--- src/rtl/pll_sup_pkg.sv ---
// pll_sup_pkg: shared types and defaults for the PLL lock supervisor.
//   state_t      supervisor FSM states
//   DEF_*        default parameter values
//   timer_width  width of the shared state timer
// Optional feature macro used by the supervisor: PLL_SUP_DEGLITCH_EN.
package pll_sup_pkg;

  typedef enum logic [2:0] {
    ST_RESET_PLL,
    ST_WAIT_LOCK,
    ST_STABILIZE,
    ST_RUN,
    ST_FAULT
  } state_t;

  localparam int unsigned DEF_PLL_RST_CYCLES  = 16;
  localparam int unsigned DEF_LOCK_TIMEOUT    = 20000;
  localparam int unsigned DEF_STABLE_CYCLES   = 1024;
  localparam int unsigned DEF_MAX_RETRIES     = 8;
  localparam int unsigned DEF_SYNC_STAGES     = 2;
  localparam int unsigned DEF_CNT_W           = 8;
  localparam int unsigned DEF_DEGLITCH_CYCLES = 4;

  // Timer only ever holds terminal-count values (N-1), so $clog2 of the
  // largest count is enough; clamp to 1 bit for degenerate settings.
  function automatic int unsigned timer_width(input int unsigned a,
                                              input int unsigned b,
                                              input int unsigned c,
                                              input int unsigned d);
    int unsigned m;
    int unsigned w;
    m = a;
    if (b > m) m = b;
    if (c > m) m = c;
    if (d > m) m = d;
    w = $clog2(m);
    return (w < 1) ? 1 : w;
  endfunction

endpackage

--- src/rtl/pll_lock_supervisor_sync_bit.sv ---
// sync_bit: STAGES-deep single-bit synchronizer.
//   clk    destination clock
//   rst_n  asynchronous active-low reset (chain resets to 0)
//   d      asynchronous input
//   q      synchronized output
module sync_bit #(
  parameter int unsigned STAGES = 2
) (
  input  logic clk,
  input  logic rst_n,
  input  logic d,
  output logic q
);

  logic [STAGES-1:0] chain;

  always_ff @(posedge clk or negedge rst_n) begin
    if (!rst_n) chain <= '0;
    else        chain <= {chain[STAGES-2:0], d};
  end

  assign q = chain[STAGES-1];

endmodule

--- src/rtl/pll_lock_supervisor.sv ---
// pll_lock_supervisor: drives PLL reset, qualifies PLL lock, retries on
// lock timeout and publishes a registered READY level.
//   CLK         free-running board reference clock
//   RST_N       asynchronous active-low reset
//   PLL_LOCKED  PLL lock indicator, asynchronous to CLK
//   SOFT_RST    synchronous single-cycle restart request
//   PLL_RST     PLL reset, active high
//   READY       PLL clocks qualified stable
//   FAULT       lock retries exhausted
//   LOSS_CNT    saturating count of lock losses seen in RUN
// Macro PLL_SUP_DEGLITCH_EN: when defined, RUN only declares a loss after
// DEGLITCH_CYCLES consecutive low lock samples.
module pll_lock_supervisor
  import pll_sup_pkg::*;
#(
  parameter int unsigned PLL_RST_CYCLES = DEF_PLL_RST_CYCLES,
  parameter int unsigned LOCK_TIMEOUT   = DEF_LOCK_TIMEOUT,
  parameter int unsigned STABLE_CYCLES  = DEF_STABLE_CYCLES,
  parameter int unsigned MAX_RETRIES    = DEF_MAX_RETRIES,
  parameter int unsigned SYNC_STAGES    = DEF_SYNC_STAGES,
  parameter int unsigned CNT_W          = DEF_CNT_W
`ifdef PLL_SUP_DEGLITCH_EN
  , parameter int unsigned DEGLITCH_CYCLES = DEF_DEGLITCH_CYCLES
`endif
) (
  input  logic             CLK,
  input  logic             RST_N,
  input  logic             PLL_LOCKED,
  input  logic             SOFT_RST,
  output logic             PLL_RST,
  output logic             READY,
  output logic             FAULT,
  output logic [CNT_W-1:0] LOSS_CNT
);

`ifdef PLL_SUP_DEGLITCH_EN
  localparam int unsigned TW = timer_width(LOCK_TIMEOUT, STABLE_CYCLES,
                                           PLL_RST_CYCLES, DEGLITCH_CYCLES);
  localparam logic [TW-1:0] T_DG = TW'(DEGLITCH_CYCLES - 1);
`else
  localparam int unsigned TW = timer_width(LOCK_TIMEOUT, STABLE_CYCLES,
                                           PLL_RST_CYCLES, 1);
`endif
  localparam int unsigned RW = $clog2(MAX_RETRIES + 1);

  localparam logic [TW-1:0] T_RST  = TW'(PLL_RST_CYCLES - 1);
  localparam logic [TW-1:0] T_LOCK = TW'(LOCK_TIMEOUT - 1);
  localparam logic [TW-1:0] T_STAB = TW'(STABLE_CYCLES - 1);
  localparam logic [RW-1:0] R_MAX  = RW'(MAX_RETRIES);

  logic             lock_s;
  state_t           state_q, state_d;
  logic [TW-1:0]    timer_q, timer_d;
  logic [RW-1:0]    retry_q, retry_d;
  logic [CNT_W-1:0] loss_q, loss_d;
  logic             pll_rst_q, ready_q, fault_q;
  logic             loss_evt;

  sync_bit #(.STAGES(SYNC_STAGES)) u_lock_sync (
    .clk   (CLK),
    .rst_n (RST_N),
    .d     (PLL_LOCKED),
    .q     (lock_s)
  );

  always_comb begin
    state_d  = state_q;
    timer_d  = timer_q;
    retry_d  = retry_q;
    loss_d   = loss_q;
    loss_evt = 1'b0;

    if (SOFT_RST) begin
      state_d = ST_RESET_PLL;
      timer_d = '0;
      retry_d = '0;
    end else begin
      case (state_q)
        ST_RESET_PLL: begin
          if (timer_q == T_RST) begin
            state_d = ST_WAIT_LOCK;
            timer_d = '0;
          end else begin
            timer_d = timer_q + 1'b1;
          end
        end
        ST_WAIT_LOCK: begin
          // Lock is tested first so a coincident timeout never burns a retry.
          if (lock_s) begin
            state_d = ST_STABILIZE;
            timer_d = '0;
          end else if (timer_q == T_LOCK) begin
            timer_d = '0;
            retry_d = retry_q + 1'b1;
            state_d = (retry_d == R_MAX) ? ST_FAULT : ST_RESET_PLL;
          end else begin
            timer_d = timer_q + 1'b1;
          end
        end
        ST_STABILIZE: begin
          if (!lock_s) begin
            state_d = ST_WAIT_LOCK;
            timer_d = '0;
          end else if (timer_q == T_STAB) begin
            state_d = ST_RUN;
            timer_d = '0;
            retry_d = '0;
          end else begin
            timer_d = timer_q + 1'b1;
          end
        end
        ST_RUN: begin
`ifdef PLL_SUP_DEGLITCH_EN
          // Timer doubles as the consecutive-low counter while in RUN.
          if (lock_s)                 timer_d  = '0;
          else if (timer_q == T_DG)   loss_evt = 1'b1;
          else                        timer_d  = timer_q + 1'b1;
`else
          loss_evt = !lock_s;
`endif
          if (loss_evt) begin
            state_d = ST_RESET_PLL;
            timer_d = '0;
            if (loss_q != '1) loss_d = loss_q + 1'b1;
          end
        end
        ST_FAULT: begin
        end
        default: begin
          state_d = ST_RESET_PLL;
          timer_d = '0;
        end
      endcase
    end
  end

  // Outputs are registered from the next state so they line up with it.
  always_ff @(posedge CLK or negedge RST_N) begin
    if (!RST_N) begin
      state_q   <= ST_RESET_PLL;
      timer_q   <= '0;
      retry_q   <= '0;
      loss_q    <= '0;
      pll_rst_q <= 1'b1;
      ready_q   <= 1'b0;
      fault_q   <= 1'b0;
    end else begin
      state_q   <= state_d;
      timer_q   <= timer_d;
      retry_q   <= retry_d;
      loss_q    <= loss_d;
      pll_rst_q <= (state_d == ST_RESET_PLL) || (state_d == ST_FAULT);
      ready_q   <= (state_d == ST_RUN);
      fault_q   <= (state_d == ST_FAULT);
    end
  end

  assign PLL_RST  = pll_rst_q;
  assign READY    = ready_q;
  assign FAULT    = fault_q;
  assign LOSS_CNT = loss_q;

endmodule

--- config.mk ---
export PLATFORM = sky130hd
export DESIGN_NAME = pll_lock_supervisor
export DESIGN_NICKNAME = d
export VERILOG_FILES = /design/src/rtl/pll_sup_pkg.sv /design/src/rtl/pll_lock_supervisor_sync_bit.sv /design/src/rtl/pll_lock_supervisor.sv
export SDC_FILE = /design/constraint.sdc
export NUM_CORES = 1
export LEC_CHECK = 0
export ABC_AREA = 1
export CORE_UTILIZATION = 45
export CTS_BUF_LIST = sky130_fd_sc_hd__clkbuf_4
export DETAILED_ROUTE_END_ITERATION = 6
export PLACE_DENSITY_LB_ADDON = 0.25
export SLEW_MARGIN = 20
export SYNTH_ARGS = -nofsm -noshare
export SYNTH_HDL_FRONTEND = slang
export SYNTH_SLANG_ARGS = --single-unit
--- constraint.sdc ---
create_clock -name CLK -period 1.9 [get_ports CLK]
set_input_delay 0.475 -clock CLK [delete_from_list [all_inputs] [get_ports CLK]]
set_output_delay 0.475 -clock CLK [all_outputs]
set_load 0.01 [all_outputs]
# After elaboration in Yosys (flattened, before gate mapping)
# Index checks and enable logic that the tools add are counted.
[op_classes] n_addsub=3 eq_ne=17 muxes=23 bitwise_logic=2 n_reduce_logical=7
[ops] op="$mux 15" count=7
[ops] op="$pmux 15 s5" count=1
[ops] op="$mux 3" count=8
[ops] op="$mux 4" count=5
[ops] op="$add 15x1->15 const B" count=1
[ops] op="$eq 15x10->1 const B" count=1
[ops] op="$eq 15x15->1 const B" count=1
[ops] op="$eq 15x4->1 const B" count=1
[ops] op="$pmux 3 s5" count=1
[ops] op="$ne 3x3->1 const B" count=4
[ops] op="$eq 3x2->1 const B" count=3
[ops] op="$add 8x1->8 const B" count=1
[ops] op="$ne 8x8->1 const B" count=1
[ops] op="$pmux 4 s2" count=1
[ops] op="$eq 3x3->1 const B" count=2
[ops] op="$logic_not 3->1" count=2
[ops] op="$reduce_and 5->1" count=1
[ops] op="$add 4x1->4 const B" count=1
[ops] op="$eq 4x4->1 const B" count=1
[ops] op="$reduce_and 4->1" count=1
[ops] op="$eq 3x1->1 const B" count=1
[ops] op="$ne 3x2->1 const B" count=1
[ops] op="$reduce_bool 3->1" count=1
[ops] op="$ne 2x2->1 const B" count=1
[ops] op="3 further kinds" count=4
[totals] reg_bits=35 in_bits=4 output_inout_bits=11 word_cells=60

# Longest topological paths before layout
# Gate-level depths: netlist of the first run.
[depth] word_depth=9 mapped_depth=13 mapped_depth_nobuf=13

# By module
# A second synthesis of the first run with hierarchy kept.
[hier_totals] cells_unflattened=262 area_unflattened_um2=2092.0
[by_module_without_submodules] module="pll_lock_supervisor" n_inst=1 cells_each=260 area_per_inst_um2=2042.0 seq_area_each_um2=827.0
[by_module_without_submodules] module="sync_bit" n_inst=1 cells_each=2 area_per_inst_um2=50.0 seq_area_each_um2=50.0

# Least setup slack after synthesis of the first run
# No wires, ideal clock.
[synth_path] path_type="register -> register" from="register timer_q[0]" to="register timer_q[9]" arrival_time_ns=1.408 path_slack_ns=0.371 stages_incl_launch_ff=13 path_buffers=0 cell_sequence="dfrtp_1 > ha_1 > nand2_1 > inv_1 > nand2_2 > nor2_1 > nand2_1 > nand2_1 > nand3_2 > nand2_2 > inv_2 > nor2_4 > nor2_1"
[synth_between] elab_chain_cells=5
[synth_rtl] item="from (decl)" line="pll_lock_supervisor.sv:53" rtl="logic [TW-1:0] timer_q, timer_d;"
[synth_rtl] item="from (signal assigned)" line="pll_lock_supervisor.sv:149" rtl="timer_q <= timer_d;"
[synth_rtl] item="$add 15x1->15 (tied with other cells)" line="pll_lock_supervisor.sv:84, pll_lock_supervisor.sv:97, pll_lock_supervisor.sv:109"
[synth_rtl] item="$mux 15, on equally long branches" line="pll_lock_supervisor.sv:104, pll_lock_supervisor.sv:92"
[synth_rtl] item="$mux 15, on equally long branches" line="pll_lock_supervisor.sv:101, pll_lock_supervisor.sv:89"
[synth_rtl] item="$pmux 15 s5 (*)" line="pll_lock_supervisor.sv:78" rtl="case (state_q)"
[synth_rtl] item="$mux 15 (*)" line="pll_lock_supervisor.sv:73" rtl="if (SOFT_RST) begin"
# Every way passes the cells marked *; elsewhere a longest branch is shown, timed or not.
# A chain may end at the register's enable or synchronous reset.

# Worst setup path after layout of the first run
[layout_path] from="register loss_q[0] (netlist: LOSS_CNT[0])" to="output LOSS_CNT[0]"
[layout_rtl] item="from (decl)" line="pll_lock_supervisor.sv:55" rtl="logic [CNT_W-1:0] loss_q, loss_d;"
[layout_rtl] item="from (signal assigned)" line="pll_lock_supervisor.sv:151" rtl="loss_q <= loss_d;"
[layout_rtl] item="to (decl)" line="pll_lock_supervisor.sv:33" rtl="output logic [CNT_W-1:0] LOSS_CNT"
# No word-level cell between the ends.

==> load_flow_metrics.sql, run 1 <==
INSERT INTO impl_metrics (metric_group, metric, value, unit) VALUES
('floorplanning', 'row_count', '23', ''),
('finish', 'multiInputGateArea', '956', 'µm²'),
('critical_path', 'cp.arrival', '1350', 'ps'),
('routing', 'detail_route_antenna_nets', '0', ''),
('critical_path', 'endpoint_kind', 'output pin', ''),
('logic_synthesis', 'synth.ff_latch_count', '35', ''),
('floorplanning', 'number_of_top_level_pins', '15', ''),
('routing', 'finalWirelength', '4000', 'µm'),
('routing', 'first_iter_violations', '73', ''),
('clock_tree', 'cts_tree', 'built', ''),
('sta', 'timing.final.setup_violations', '0', ''),
('critical_path', 'critPathLaunchType', 'register', ''),
('grt', 'globalRouteMet3Util', '0.0367', ''),
('grt', 'grt-ovfl-total', '0', ''),
('floorplanning', 'die_area', '4630', 'µm²'),
('routing', 'detail_route.vias_per_cell', '5.07', ''),
('critical_path', 'reg2reg_slack', '160', 'ps'),
('sta', 'final_period_minus_worst_setup_slack', '1830', 'ps'),
('floorplanning', 'core_area', '4090', 'µm²'),
('pwr', 'p_leak', '1.16', 'nW'),
('place', 'place_hpwl', '2890', 'µm'),
('clock_tree', 'clock_sinks', '35', ''),
('place', 'place_congestion', '0.895', ''),
('grt', 'grt_first_pass_wirelength', '7100', 'µm'),
('critical_path', 'cp.required', '1420', 'ps'),
('critical_path', 'cell_family_contributing_the_most_delay_on_the_critical_path', 'buffers and inverters', ''),
('critical_path', 'type_of_the_worst_setup_path', 'register to output pin', ''),
('grt', 'global_route_usage_sum', '0.208', ''),
('sta', 'timing.slew.headroom', '0.714', ''),
('finish', 'count_of_antenna_diodes_in_the_layout', '0', ''),
('outcome', 'outcome', 'finished, final reports clean', ''),
('clock_tree', 'cts.hold.buffers_added', '0', ''),
('finish', 'sequential_cell_area', '880', 'µm²'),
('finish', 'nNetsFinal', '292', ''),
('pwr', 'max-vdd-ir-drop', '0.401', 'mV'),
('clock_tree', 'cts_buffers', '5', ''),
('floorplanning', 'die_height', '68.1', 'µm'),
('routing', 'detailroute.via_count', '1697', ''),
('sta', 'setup_tns', '0', 'ps'),
('sta', 'finalHoldWorstSlack', '130', 'ps'),
('logic_synthesis', 'unique_cell_type_count_in_the_yosys_netlist', '28', ''),
('clock_tree', 'clk_pin_slew', '120', 'ps'),
('critical_path', 'timing.critical_path.buf_inv', '1', ''),
('hold_path', 'hold_path.class', 'primary input to asynchronous set/reset pin', ''),
('critical_path', 'critPathSlowestCell', 'clkdlybuf4s50_1', ''),
('routing', 'detail_route.drc_violations', '0', ''),
('logic_synthesis', 'synth_area_per_cell', '7.70', 'µm²'),
('clock_tree', 'clock_path_buffers', '2', ''),
('finish', 'areaGrowthSynthToFinish', '18.5', '%'),
('logic_synthesis', 'synth_fp_nets', '263', ''),
('routing', 'routed_wire_length_per_instance', '11.9', 'µm'),
('logic_synthesis', 'yosysSeqAreaShare', '0.446', ''),
('clock_tree', 'clock_latency', '350', 'ps'),
('floorplanning', 'initial_utilization', '0.481', ''),
('logic_synthesis', 'synthDominantCellAreaShare', '0.433', ''),
('logic_synthesis', 'synth.area.top_cells', 'dfrtp_1 (43%), nand2_1 (12%), nor2_1 (7.1%)', ''),
('routing', 'drt_pass1_iterations', '4', ''),
('logic_synthesis', 'synth-warning-count', '0', ''),
('sta', 'clock_skew_after_layout', '13.0', 'ps'),
('sta', 'finalHoldViolCount', '0', ''),
('finish', 'filler_cell_count', '405', ''),
('grt', 'use_met2', '0.336', ''),
('critical_path', 'reg2reg_depth', '12', ''),
('sta', 'tightestPinTransition', '429', 'ps'),
('finish', 'most_frequent_cells_in_the_layout', 'nand2_1 (60), nor2_1 (36), inv_1 (33)', ''),
('grt', 'grt_pass1_vias', '1680', ''),
('logic_synthesis', 'netlist_instances', '255', ''),
('grt', 'globalRoute.busiestLayer', 'met2', ''),
('logic_synthesis', 'synth_area_leader_cell', 'dfrtp_1', ''),
('grt', 'grt_start_max_net_pins', '36', ''),
('sta', 'max_clock_freq', '0.547', 'GHz');
==> sequential cells by signal, indices dropped and copies added (netlist names) <==
signal / count
LOSS_CNT: 8
timer_q: 15
PLL_RST: 1
retry_q: 4
FAULT: 1
READY: 1
state_q: 3
u_lock_sync.chain: 2
==> where the power goes <==
group	internal, W	total, W	switching, W
registers	0.000752	0.000760	0.00000758
clock network	0.000277	0.000563	0.000286
logic	0.0000248	0.0000638	0.0000390
==> kinds of logic (layout without fill, tap and decap cells) <==
kind of cell,Yosys count,after routing,synth area share
compound gates,23,23,0.0720
fa+ha+maj,4,4,0.0255
xor+xnor,14,14,0.0624
simple gates,141,141,0.317
flops,35,35,0.447
buf+inv,38,68,0.0771
==> routing by layer <==
layer  part of all wire  up-vias
met3              0.048        6
met1               0.50      792
met2               0.44       37
li1                   -      862
met5                  0        -
met4              0.014        0
==> cell type report <==
type,count,area share
well taps,50,0.0269
multi-input cells,182,0.411
flip-flops and latches,35,0.378
clock buffers,5,0.0161
inverters,36,0.0581
clock inverters,3,0.0188
repair buffers,24,0.0914
==> stage by stage <==
step | worst slack [ps] | utilization | instance area [µm²] | cells | total power, W
2_1_floorplan | 371 | - | 1960 | 255 | 0.000800
3_3_place_gp | -12.7 | 0.538 | 2200 | 324 | 0.000833
3_5_place_dp | -73.3 | 0.538 | 2200 | 324 | 0.000834
4_1_cts | 10.4 | 0.558 | 2280 | 332 | 0.00139
5_1_grt | -6.07 | 0.570 | 2330 | 335 | 0.00144
6_report | 72.4 | 0.570 | 2330 | 335 | 0.00139
==> worst max path at each step <==
| stage | slack [ps] | from | cells after the start | to |
|---|---|---|---|---|
| global placement | -10 | SOFT_RST | 6 | LOSS_CNT[5] |
| finish | 70 | LOSS_CNT[0] | 1 | LOSS_CNT[0] |
| global route | -6 | timer_q[1] | 12 | timer_q[5] |
| detailed placement | -70 | SOFT_RST | 6 | LOSS_CNT[5] |
| CTS | 10 | PLL_RST | 1 | PLL_RST |
| floorplan | 370 | timer_q[0] | 12 | timer_q[9] |
==> synthesized netlist by cell type <==
| library cell | number |
|---|---|
| nor3_1 | 1 |
| a21oi_2 | 1 |
| a22oi_1 | 1 |
| inv_1 | 33 |
| a21oi_1 | 8 |
| nor2_4 | 2 |
| ha_1 | 4 |
| o21ai_0 | 6 |
| dfrtp_1 | 34 |
| inv_2 | 3 |
| xnor2_1 | 7 |
| buf_6 | 1 |
| nand2_1 | 63 |
| nand4_1 | 5 |
| o22ai_1 | 3 |
| nor2_2 | 2 |
| nand3_2 | 2 |
| a21oi_4 | 1 |
| nor3_2 | 1 |
| nor4_1 | 1 |
| dfstp_2 | 1 |
| xor2_1 | 7 |
| nand2_2 | 3 |
| nand3_1 | 24 |
| buf_2 | 1 |
| a31oi_1 | 2 |
| nor2_1 | 37 |
| o21bai_1 | 1 |
==> what timing repair did <==
action                                  in CTS  in global routing
buffers inserted                             0                  3
resized for setup                            0                  9
endpoints found under the setup margin       0                 17
Note: power is estimated with default switching activity, not from simulation.
==> inputs of run 2 (changes only) <==
- REMOVE_ABC_BUFFERS: default -> 1
- SLEW_MARGIN: 20 -> default
- clock period: 1.9 -> 1.5 ns (I/O delays scaled with it)
==> run 2 against run 1 <==
  * The flow now finishes with violations (setup timing)
  * Sequential cell count unchanged
  * Non-clock buffer count increased by 48
  * Sequential share of layout area decreased by 7.6 points
  * Final cell count increased by 14%
  * Worst hold slack improved by 230 ps
  * First-iteration DRC count increased by 19%
  * Total power increased by 17%
  * Clock-buffer cell count unchanged
  * Critical path depth increased by 12
  * Register-to-register slack got worse by 290 ps
  * Via count increased by 13%
  * Critical endpoint is now timer_q[10]
==> load_flow_metrics.sql, run 2 (synthesized netlist as in run 1, its figures left out) <==
INSERT INTO impl_metrics (metric_group, metric, value, unit) VALUES
('critical_path', 'crit_path_max_fanout', '4', ''),
('sta', 'final_period_minus_worst_setup_slack', '1630', 'ps'),
('floorplanning', 'core_area', '4090', 'µm²'),
('critical_path', 'critPathLaunchType', 'register', ''),
('grt', 'initial_antenna_violation_count', '0', ''),
('place', 'place_congestion', '0.865', ''),
('finish', 'commonest_non_fill_non_tap_cell_in_the_layout', 'buf_4', ''),
('grt', 'grt_start_max_net_pins', '22', ''),
('grt', 'grt_pass1_vias', '1794', ''),
('grt', 'grt_first_pass_wirelength', '7830', 'µm'),
('finish', 'areaGrowthSynthToFinish', '48.5', '%'),
('routing', 'finalWirelength', '5070', 'µm'),
('pwr', 'max-vdd-ir-drop', '0.424', 'mV'),
('finish', 'finish.cell_count_without_fillers', '383', ''),
('routing', 'drt_pass1_iterations', '5', ''),
('routing', 'detailroute.via_count', '1916', ''),
('sta', 'finalHoldViolCount', '0', ''),
('critical_path', 'timing.rr.start', 'timer_q[0]', ''),
('critical_path', 'cp.arrival', '1880', 'ps'),
('pwr', 'p_leak', '1.48', 'nW'),
('place', 'placedCellCount', '362', ''),
('routing', 'detail_route.vias_per_cell', '5.00', ''),
('finish', 'nNetsFinal', '340', ''),
('finish', 'most_frequent_cells_in_the_layout', 'buf_4 (51), nand2_1 (47), dfrtp_1 (32)', ''),
('outcome', 'outcome', 'complete, but fails checks', ''),
('sta', 'timing.final.setup_violations', '20', ''),
('sta', 'layout_setup_ws', '-131', 'ps'),
('grt', 'global_route_usage_sum', '0.230', ''),
('critical_path', 'timing.critical_path.from', 'timer_q[0]', ''),
('clock_tree', 'clock_path_buffers', '2', ''),
('hold_path', 'hold_path.class', 'register to register', ''),
('routing', 'first_iter_violations', '87', ''),
('finish', 'filler_cell_count', '312', ''),
('routing', 'detail_route.drc_violations', '0', ''),
('clock_tree', 'cts_buffers', '5', ''),
('critical_path', 'critPathSlowestCell', 'dfrtp_1', ''),
('floorplanning', 'number_of_top_level_pins', '15', ''),
('critical_path', 'slowest_delay', '390', 'ps'),
('sta', 'max_clock_freq', '0.613', 'GHz'),
('floorplanning', 'initial_utilization', '0.481', ''),
('place', 'place_hpwl', '3250', 'µm'),
('sta', 'tightestPinTransition', '389', 'ps'),
('run', 'drv.max_cap_violation_count', '0', ''),
('floorplanning', 'die_height', '68.1', 'µm'),
('sta', 'finalHoldWorstSlack', '361', 'ps'),
('sta', 'timing.slew.headroom', '0.739', ''),
('critical_path', 'cpMostUsedCell', 'nand2_2', ''),
('finish', 'finalCoreUtilization', '0.714', ''),
('pwr', 'power', '0.00162', 'W'),
('finish', 'max_flop_register', 'timer_q', ''),
('routing', 'detail_route_antenna_nets', '0', ''),
('clock_tree', 'clock_latency', '350', 'ps'),
('pwr', 'total_power_density_per_cell_area', '555', 'nW/µm²'),
('sta', 'setup_repair_after_global_routing_missed_its_margin', 'yes', ''),
('floorplanning', 'die_area', '4630', 'µm²'),
('finish', 'count_of_antenna_diodes_in_the_layout', '0', ''),
('sta', 'setup_tns', '-1380', 'ps'),
('clock_tree', 'root_buffer', 'clkbuf_4', ''),
('sta', 'slew_violations', '0', ''),
('place', 'numPortBuffers', '14', ''),
('routing', 'routed_wire_length_per_instance', '13.2', 'µm'),
('critical_path', 'endpoint_kind', 'register', ''),
('floorplanning', 'dieWidth', '68.1', 'µm'),
('hold_path', 'worstHoldStart', 'u_lock_sync.chain[0]', ''),
('floorplanning', 'row_count', '23', ''),
('grt', 'grt-ovfl-total', '0', ''),
('critical_path', 'crit_chain', 'ha_2, nand2_2, inv_2, nand2_4, nor2_4, nand2_2, nand2_2, nand3_4, buf_6, nand2_2, nand3_2, nand2_1, inv_1', ''),
('finish', 'largest_register_ffs', '15', ''),
('sta', 'clock_skew_after_layout', '14.5', 'ps'),
('critical_path', 'cp.required', '1750', 'ps'),
('outcome', 'violations_in_the_final_reports', 'setup timing', ''),
('clock_tree', 'clk_pin_slew', '120', 'ps'),
('finish', 'layout_cells_sized_above_1', '0.408', ''),
('clock_tree', 'cts_tree', 'built', ''),
('clock_tree', 'clock_tree.htree_level_count', '2', ''),
('sta', 'min_period_over_period', '1.09', ''),
('critical_path', 'type_of_the_worst_setup_path', 'register to register', ''),
('clock_tree', 'clock_sinks', '35', '');
run 2: cell types whose count changed in the layout (fill, tap and decap cells not counted), sizes merged, moves of 2 or more:
cell / change
dlygate4sd2: +9
clkinvlp: +2
buf: +47
clkdlybuf4s50: -10
run 2: final cells by class:
| type | count | area (µm²) | share of cell area |
|---|---|---|---|
| multi-input cells | 182 | 1190 | 0.408 |
| inverters | 36 | 138 | 0.0472 |
| repair buffers | 72 | 588 | 0.202 |
| well taps | 50 | 62.6 | 0.0215 |
| clock buffers | 5 | 37.5 | 0.0129 |
| flip-flops and latches | 35 | 880 | 0.302 |
| clock inverters | 3 | 20.0 | 0.00686 |
run 2: path summary, 6_finish.rpt:
path | end | slack (ps) | depth (start not counted)
min | u_lock_sync.chain[1] | 360 | 0
min in group asynchronous | FAULT | 460 | 2
max | timer_q[10] | -130 | 13
max reg2reg | timer_q[10] | -130 | 13
max in group asynchronous | PLL_RST | 520 | 3
min reg2reg | u_lock_sync.chain[1] | 360 | 0
run 2: repair_timing:
item / 4_1_cts / 5_1_grt
endpoints found under the setup margin: 38 / 33
pin swaps: 17 / 22
setup buffers: 9 / 3
hold endpoints to repair: 14 / 0
hold buffers: 1 / 0
gates resized for setup: 39 / 55
run 2: stage by stage:
step	setup WS (ps)	area, µm²
floorplan	-29.2	1950
global placement	-318	2500
detailed placement	-362	2500
CTS	-139	2710
global route	-222	2920
finish	-131	2920
run 2: power by group:
| part | switching, W | internal [W] |
|---|---|---|
| clock network | 0.000365 | 0.000179 |
| registers | 0.00000748 | 0.000953 |
| logic | 0.0000645 | 0.0000497 |
| total | 0.000437 | 0.00118 |
run 2: per-layer routing:
| layer | vias to the layer above | global-route usage | part of all wire |
|---|---|---|---|
| li1 | 964 | - | - |
| met1 | 909 | 0.316 | 0.48 |
| met2 | 36 | 0.355 | 0.48 |
| met3 | 7 | 0.0533 | 0.031 |
| met4 | 0 | 0.0729 | 0.013 |
| met5 | - | 0 | 0 |
run 2: critical path: cells and delay by family, from the launching register on:
kind,cells,cell delay (ps)
adders and majority gates,1,200
buffers and inverters,3,270
DFF,1,390
and+or+nand+nor,9,670
==> inputs of run 3 (changes only) <==
- CORE_MARGIN: default -> 2
==> run 3 against run 2 <==
  * Fmax is 0.95% lower
  * The run still ends with setup timing left
  * Highest routed layer unchanged
  * Clock power up 60%
  * Register-to-register slack got worse by 20 ps
  * Clock skew about the same
==> load_flow_metrics.sql, run 3 (synthesized netlist as in run 1, its figures left out) <==
INSERT INTO impl_metrics (metric_group, metric, value, unit) VALUES
('finish', 'count_of_antenna_diodes_in_the_layout', '0', ''),
('routing', 'routed_wire_length_per_instance', '13.3', 'µm'),
('finish', 'largest_register_ffs', '15', ''),
('routing', 'finalWirelength', '5250', 'µm'),
('pwr', 'total_switching_power', '0.000426', 'W'),
('floorplanning', 'row_count', '24', ''),
('critical_path', 'critPathLaunchType', 'register', ''),
('critical_path', 'cp.arrival', '1930', 'ps'),
('place', 'numPortBuffers', '14', ''),
('grt', 'initial_antenna_violation_count', '0', ''),
('place', 'post_place_instance_area', '2530', 'µm²'),
('pwr', 'max-vdd-ir-drop', '0.437', 'mV'),
('sta', 'timing.slew.headroom', '0.789', ''),
('grt', 'grt_first_pass_wirelength', '8300', 'µm'),
('run', 'drv.max_cap_violation_count', '0', ''),
('hold_path', 'hold_path.class', 'primary input to asynchronous set/reset pin', ''),
('pwr', 'power', '0.00196', 'W'),
('sta', 'setup_repair_after_global_routing_missed_its_margin', 'yes', ''),
('floorplanning', 'dieWidth', '70.1', 'µm'),
('sta', 'max_clock_freq', '0.607', 'GHz'),
('clock_tree', 'clock_path_buffers', '2', ''),
('pwr', 'sequentialPowerShare', '0.492', ''),
('critical_path', 'endpoint_kind', 'register', ''),
('routing', 'detail_route.vias_per_cell', '5.10', ''),
('grt', 'global_route_usage_sum', '0.214', ''),
('sta', 'finalHoldViolCount', '0', ''),
('finish', 'final_cell_area', '3010', 'µm²'),
('sta', 'tightestPinTransition', '313', 'ps'),
('routing', 'detailroute.via_count', '2018', ''),
('pwr', 'share_of_total_power_consumed_by_net_switching', '0.218', ''),
('routing', 'detail_route.drc_violations', '0', ''),
('place', 'place_hpwl', '3330', 'µm'),
('clock_tree', 'clock_latency', '360', 'ps'),
('outcome', 'violations_in_the_final_reports', 'setup timing', ''),
('finish', 'most_frequent_cells_in_the_layout', 'buf_4 (63), nand2_1 (48), nor2_1 (30)', ''),
('critical_path', 'reg2reg_slack', '-150', 'ps'),
('finish', 'finalCoreUtilization', '0.706', ''),
('sta', 'clock_skew_after_layout', '14.1', 'ps'),
('clock_tree', 'cts_buffers', '5', ''),
('floorplanning', 'core_area', '4260', 'µm²'),
('place', 'pre_cts_ws', '-368', 'ps'),
('grt', 'grt_pass1_vias', '1847', ''),
('finish', 'areaGrowthSynthToFinish', '53.3', '%'),
('sta', 'final_period_minus_worst_setup_slack', '1650', 'ps'),
('finish', 'max_flop_register', 'timer_q', ''),
('pwr', 'power_frac_clock', '0.445', ''),
('place', 'place_congestion', '0.865', ''),
('grt', 'grt_start_max_net_pins', '36', ''),
('critical_path', 'cp.required', '1780', 'ps'),
('clock_tree', 'clk_pin_slew', '130', 'ps'),
('pwr', 'p_leak', '1.54', 'nW'),
('clock_tree', 'cts_tree', 'built', ''),
('clock_tree', 'clock_tree.htree_level_count', '2', ''),
('sta', 'finalHoldWorstSlack', '368', 'ps'),
('pwr', 'combinationalPowerShare', '0.063', ''),
('routing', 'first_iter_violations', '94', ''),
('floorplanning', 'initial_utilization', '0.461', ''),
('grt', 'grt-ovfl-total', '0', ''),
('sta', 'slew_violations', '0', ''),
('finish', 'commonest_non_fill_non_tap_cell_in_the_layout', 'buf_4', ''),
('routing', 'detail_route_antenna_nets', '0', ''),
('critical_path', 'type_of_the_worst_setup_path', 'register to register', ''),
('clock_tree', 'root_buffer', 'clkbuf_4', ''),
('outcome', 'outcome', 'complete, but fails checks', ''),
('sta', 'timing.final.setup_violations', '21', ''),
('clock_tree', 'clock_sinks', '35', ''),
('pwr', 'power.internal', '0.00153', 'W'),
('finish', 'layout_cells_sized_above_1', '0.416', ''),
('clock_tree', 'cts.hold.buffers_added', '0', ''),
('floorplanning', 'die_area', '4910', 'µm²'),
('floorplanning', 'die_height', '70.1', 'µm'),
('finish', 'nNetsFinal', '351', ''),
('sta', 'min_period_over_period', '1.10', ''),
('floorplanning', 'number_of_top_level_pins', '15', ''),
('sta', 'layout_setup_ws', '-147', 'ps'),
('pwr', 'total_power_density_per_cell_area', '649', 'nW/µm²'),
('critical_path', 'crit_path_max_fanout', '5', ''),
('routing', 'drt_pass1_iterations', '4', '');
-- run 3: changes by cell type in the layout (fill, tap and decap cells not counted), sizes merged --
cell | before | now
buf | 58 | 70
bufinv | 0 | 2
clkdlybuf4s15 | 1 | 0
clkdlybuf4s50 | 2 | 3
clkinv | 1 | 0
clkinvlp | 2 | 1
dlygate4sd3 | 1 | 0
-- run 3: routing by layer --
| metal | GRT usage | routed length, µm |
|---|---|---|
| met5 | 0 | 0 |
| met4 | 0.0598 | 74 |
| met3 | 0.0418 | 189 |
| met2 | 0.358 | 2650 |
| met1 | 0.283 | 2340 |
-- run 3: timing repair --
| action | in CTS | in global routing |
|---|---|---|
| resized for setup | 39 | 49 |
| setup buffers | 11 | 11 |
| cloned | 0 | 0 |
| pin swaps | 10 | 20 |
| setup endpoints to repair | 36 | 34 |
-- run 3: path summary, 6_finish.rpt --
kind | from | endpoint | cells after the start
worst max register to register | state_q[0] | timer_q[0] | 10
worst max-delay path | state_q[0] | timer_q[0] | 10
worst min register to register | u_lock_sync.chain[0] | u_lock_sync.chain[1] | 0
worst min-delay path | RST_N | retry_q[0] | 2
max in group asynchronous | RST_N | PLL_RST | 2
min in group CLK | u_lock_sync.chain[0] | u_lock_sync.chain[1] | 0
-- run 3: worst max-delay path, stage by stage (launching register included) --
cell and delay (ps):
dfrtp_1 420, inv_2 70, nor2_4 130, inv_2 70, nor3_4 260, nand2_4 90
nand3_4 130, nand2_4 60, buf_4 130, buf_6 110, o21ai_1 100
-- run 3: through the flow --
| stage | cells | setup TNS [ps] |
|---|---|---|
| after floorplan | 253 | -121 |
| after global placement | 368 | -6650 |
| after detailed placement | 368 | -6720 |
| after CTS | 387 | -2350 |
| after global routing | 396 | -5000 |
| final | 396 | -2100 |
-- run 3: layout make-up --
type                    instances  area, µm²
clock buffers                   5       37.5
clock inverters                 3       67.6
fillers                       335       1250
inverters                      36        138
multi-input cells             182       1140
flip-flops and latches         35        885
well taps                      52       65.1
repair buffers                 83        674
-- run 3: power by group through the flow --
stage | combinational [W] | clock, W | sequential, W
after detailed placement | 0.000104 | 0 | 0.000978
after global routing | 0.000137 | 0.000934 | 0.000965
final | 0.000123 | 0.000870 | 0.000963
after floorplan | 0.0000311 | 0 | 0.000979
after CTS | 0.000112 | 0.000888 | 0.000961
after global placement | 0.000103 | 0 | 0.000978
